### src/rtl/dp_ram_port_arbiter.sv
// Round-robin arbiter sharing one RAM port between two OBI-style requesters (0: LSU, 1: host).
// Grant is combinational on req; responses return RD_LATENCY cycles after accept, no response back-pressure.
module dp_ram_port_arbiter #(
  parameter int          ADDR_WIDTH = 32,
  parameter int          RAM_AW     = 17,
  parameter int          RD_LATENCY = 2,
  parameter logic [31:0] ERR_RDATA  = 32'hDEADBEEF
) (
  input  logic                    clk_i,
  input  logic                    rst_i,
  input  logic [1:0]              req_i,
  input  logic [2*ADDR_WIDTH-1:0] addr_i,
  input  logic [1:0]              we_i,
  input  logic [7:0]              be_i,
  input  logic [63:0]             wdata_i,
  output logic [1:0]              gnt_o,
  output logic [1:0]              rvalid_o,
  output logic [31:0]             rdata_o,
  output logic                    err_o,
  output logic                    ram_en_o,
  output logic [RAM_AW-1:0]       ram_addr_o,
  output logic [3:0]              ram_we_o,
  output logic [31:0]             ram_wdata_o,
  input  logic [31:0]             ram_rdata_i
);

  typedef struct packed {
    logic vld;
    logic own;
    logic oor;
    logic we;
  } rsp_t;

  logic                  ptr_q, ptr_d;
  rsp_t                  pipe_q [RD_LATENCY];
  rsp_t                  pipe_d [RD_LATENCY];
  rsp_t                  last;
  logic                  any_gnt;
  logic                  win;
  logic [ADDR_WIDTH-1:0] win_addr;
  logic                  win_we;
  logic [3:0]            win_be;
  logic                  oor;
  logic                  unused_addr_lsb;

  // ptr_q names the requester that wins when both are requesting.
  always_comb begin
    gnt_o = 2'b00;
    win   = 1'b0;
    if (!rst_i) begin
      case (req_i)
        2'b01:   gnt_o = 2'b01;
        2'b10: begin
          gnt_o = 2'b10;
          win   = 1'b1;
        end
        2'b11: begin
          win   = ptr_q;
          gnt_o = ptr_q ? 2'b10 : 2'b01;
        end
        default: gnt_o = 2'b00;
      endcase
    end
  end

  assign any_gnt         = |gnt_o;
  assign win_addr        = win ? addr_i[2*ADDR_WIDTH-1:ADDR_WIDTH] : addr_i[ADDR_WIDTH-1:0];
  assign win_we          = win ? we_i[1] : we_i[0];
  assign win_be          = win ? be_i[7:4] : be_i[3:0];
  assign oor             = |win_addr[ADDR_WIDTH-1:RAM_AW+2];
  assign unused_addr_lsb = ^win_addr[1:0];

  assign ram_en_o    = any_gnt;
  assign ram_addr_o  = win_addr[RAM_AW+1:2];
  assign ram_wdata_o = win ? wdata_i[63:32] : wdata_i[31:0];
  assign ram_we_o    = (any_gnt && !oor) ? (win_be & {4{win_we}}) : 4'b0000;

  always_comb begin
    ptr_d     = any_gnt ? ~win : ptr_q;
    pipe_d[0] = '{vld: any_gnt, own: win, oor: oor, we: win_we};
    for (int i = 1; i < RD_LATENCY; i++) begin
      pipe_d[i] = pipe_q[i-1];
    end
  end

  always_ff @(posedge clk_i) begin
    if (rst_i) begin
      ptr_q <= 1'b0;
      for (int i = 0; i < RD_LATENCY; i++) begin
        pipe_q[i] <= '0;
      end
    end else begin
      ptr_q <= ptr_d;
      for (int i = 0; i < RD_LATENCY; i++) begin
        pipe_q[i] <= pipe_d[i];
      end
    end
  end

  // Response comes from the last stage, aligned with RAM read data.
  always_comb begin
    last     = pipe_q[RD_LATENCY-1];
    rvalid_o = 2'b00;
    rdata_o  = 32'h0;
    err_o    = 1'b0;
    if (last.vld && !rst_i) begin
      rvalid_o = last.own ? 2'b10 : 2'b01;
      err_o    = last.oor;
      if (last.we)       rdata_o = 32'h0;
      else if (last.oor) rdata_o = ERR_RDATA;
      else               rdata_o = ram_rdata_i;
    end
  end

endmodule

### config.mk
export PLATFORM = sky130hd
export DESIGN_NAME = dp_ram_port_arbiter
export DESIGN_NICKNAME = d
export VERILOG_FILES = /design/src/rtl/dp_ram_port_arbiter.sv
export SDC_FILE = /design/constraint.sdc
export NUM_CORES = 1
export LEC_CHECK = 0
export ABC_AREA = 1
export BUFFER_PORTS_ARGS = -buffer_cell sky130_fd_sc_hd__buf_2
export CORE_AREA = 4 4 102 104
export CTS_CLUSTER_DIAMETER = 60
export DETAILED_ROUTE_END_ITERATION = 16
export DIE_AREA = 0 0 106 108
export SLEW_MARGIN = 10
export SYNTH_ARGS = -nofsm -noshare
export SYNTH_HDL_FRONTEND = slang
export SYNTH_SLANG_ARGS = --single-unit
### constraint.sdc
create_clock -name clk_i -period 1.4 [get_ports clk_i]
set_clock_uncertainty 0.2 [all_clocks]
set_input_delay 0.28 -clock clk_i [delete_from_list [all_inputs] [get_ports clk_i]]
set_output_delay 0.28 -clock clk_i [all_outputs]
set_load 0.03 [all_outputs]
==> metrics.yaml <==
outcome:
  status: "finished, violations left"
  violations: "negative setup slack"
logic_synthesis:
  postSynthAreaPerCell_um2: 4.662
  synthTopCellsByArea: "nand2_1 (45%), nor2_1 (19%), dfxtp_1 (12%), buf_6 (4.6%), nor3b_1 (4.1%)"
  synth_top_area_share_pct: 45.13
  synth_top_area_cell: "nand2_1"
  syn_inst: 314
  syn_area_um2: 1464
  ys_types: 17
  ys_warn_count: 0
  synth_fp_nets: 488
  ys_seq_area_share_pct: 12.31
  ys_seq_elements: 9
sta:
  fin_ws_ns: -0.4813
  worstMarginPinSlew_ns: 0.2867
  post-route-period-util_pct: 134.4
  max_freq_mhz: 531.5
  hold_viol_final: 0
  rsz0062_at_grt: "true"
  period_needed_ns: 1.881
  setup_tns_ns: -34.10
  setup_viol: 91
  slew_headroom_pct: 80.82
  drv_slew: 0
floorplanning:
  fp.dieH_um: 108
  core.rowCount: 36
  start_util_pct: 15.33
  ios: 265
  core_area_um2: 9549
  die_width_um: 106
  die_area_um2: 11450
routing:
  post_drt_wl_per_cell_um: 14.40
  routed_via_density: 4.141
  drc: 0
  drtAntennaViolNets: 0
  drt_iter0_markers: 81
  drt_wl_total_um: 10630
  vias: 3056
  dr.pass1.iters: 4
clock_network:
  cts_tree: "built"
  clkSinkCount: 9
  cts_buffers: 3
  htreeDepth: 1
  cts_hold_buffers: 0
  cts_root_buf: "clkbuf_8"
  clock_path_buffers: 2
  clk_pin_slew_ns: 0.04
  insertion_delay_ns: 0.23
power_and_ir_drop:
  p_leak_nw: 2.701
  power_density_nw_per_um2: 458.8
  irDropWorstVdd_v: 0.0002729
hold_path:
  hp-class: "in -> reg"
critical_path:
  critical_path_arrival_ns: 1.40
  crit_family: "buffers and inverters"
  cp-end-kind: "output port"
  cp.required_ns: 0.92
  crit_buf_inv: 4
  crit_path_max_fanout: 11
  setup.worst_path.class: "reg -> out"
  crit_path_start_kind: "register"
  slowest_stage: "dfxtp_2"
  crit_chain: "inv_2 > nand2_4 > nand2_8 > buf_12 > buf_12 > nand2_2 > nand2_4 > buf_6"
  cpPeakStageDelay_ns: 0.32
place:
  numPortBuffers: 260
  placed_cell_area_um2: 3886
  place_ws_ns: -0.5143
  gp_congestion: 0.7493
  post-dp-hpwl_um: 7910
  dp.cells: 713
global_route:
  grt_overflow: 0
  grt_antenna_before_repair: 2
  grt_pass1_wl_um: 15560
  grt_pass1_vias: 3171
  grt_max_degree: 25
  grt_util_all_layers_pct: 16.89
job:
  cap_violations: 0
final_layout:
  finalInstanceArea_um2: 5233
  instances_no_fill: 738
  syn_to_final_growth_pct: 257.4
  fin_nets: 779
  drive_gt1_share_pct: 83.94
-- final timing paths --
path | cells past startpoint | slack (ns) | startpoint | endpoint
worst max register to register | 8 | 0.01 | ptr_q$_SDFFE_PP0P_ | pipe_q[0][1]$_SDFF_PP0_
worst min register to register | 2 | 0.19 | pipe_q[0][3]$_SDFF_PP0_ | pipe_q[0][7]$_SDFF_PP0_
worst min-delay path | 3 | 0.17 | req_i[1] | ptr_q$_SDFFE_PP0P_
worst max-delay path | 8 | -0.48 | ptr_q$_SDFFE_PP0P_ | ram_wdata_o[19]
-- repair_timing --
item / 4_1_cts / 5_1_grt
endpoints found under the setup margin: 91 / 92
gates cloned: 6 / 2
resized for setup: 266 / 65
buffers inserted: 12 / 5
pin swaps: 18 / 25
-- through the flow --
step           total power [mW]  hold WS [ns]  utilization [%]
2_1_floorplan             1.163        0.1800                -
3_3_place_gp              1.635        0.1919            40.70
3_5_place_dp              1.648        0.1945            40.70
5_1_grt                   2.537        0.1723            54.80
4_1_cts                   2.338        0.1396            52.70
6_report                  2.400        0.1655            54.80
-- cells in the mapped netlist --
cell,n
nor2_1,75
a21oi_1,1
clkinv_4,1
nand2_2,4
o31ai_1,1
clkbuf_1,1
nand2_4,1
nor3b_1,8
dfxtp_1,9
buf_6,6
or2_2,1
nand2_1,176
inv_1,14
buf_4,3
nand3_1,4
nor2_4,1
buf_2,8
-- layout by cell type (no fill, tap or decap), types with 2 or more instances in the layout --
cell	n
buf_4	19
dfxtp_2	3
nand2_4	91
nand3_1	2
nand2_1	39
inv_2	5
nor2_4	33
buf_2	169
inv_1	9
nor3b_4	8
nor2_2	4
nand3_4	2
buf_6	99
nand2_8	5
buf_12	10
nor2_1	39
buf_16	4
nand2_2	47
dfxtp_1	5
clkbuf_8	3
-- worst min-delay path, stage by stage --
cell and delay, ns:
buf_2 0.09, buf_4 0.12, o31ai_1 0.07
-- final cells by class --
type / count / area [um2]
antenna: 1 / 2.502
sequential: 9 / 187.7
clock buffer: 4 / 45.04
tap: 133 / 166.4
fill: 850 / 4317
multi-input combinational: 273 / 2325
inverter: 15 / 68.82
timing repair buffer: 302 / 2429
timing repair inverter: 1 / 8.758
-- power breakdown --
group	total (mW)	internal [mW]	switching, mW	leakage [nW]
Combinational	1.83	0.832	0.994	2.60
Sequential	0.284	0.274	0.00995	0.0763
Clock	0.291	0.198	0.0935	0.0228
-- per-layer routing --
metal	up-vias	share of wire, %	track usage [%]
li1	1508	-	-
met1	1374	34	17.22
met2	164	54	33.20
met3	8	10	5.672
met4	2	1.2	3.793
met5	-	0.12	0
-- cell families after synthesis --
group	Yosys count	synth area share (%)
compound gates	2	0.8546
simple gates	270	73.50
flops	9	12.31
buf+inv	33	13.33
-- state kept, by name (all words and copies together) (netlist names) --
signal,cells
ptr_q,1
pipe_q,8
Note: power is estimated with default switching activity, not from simulation.
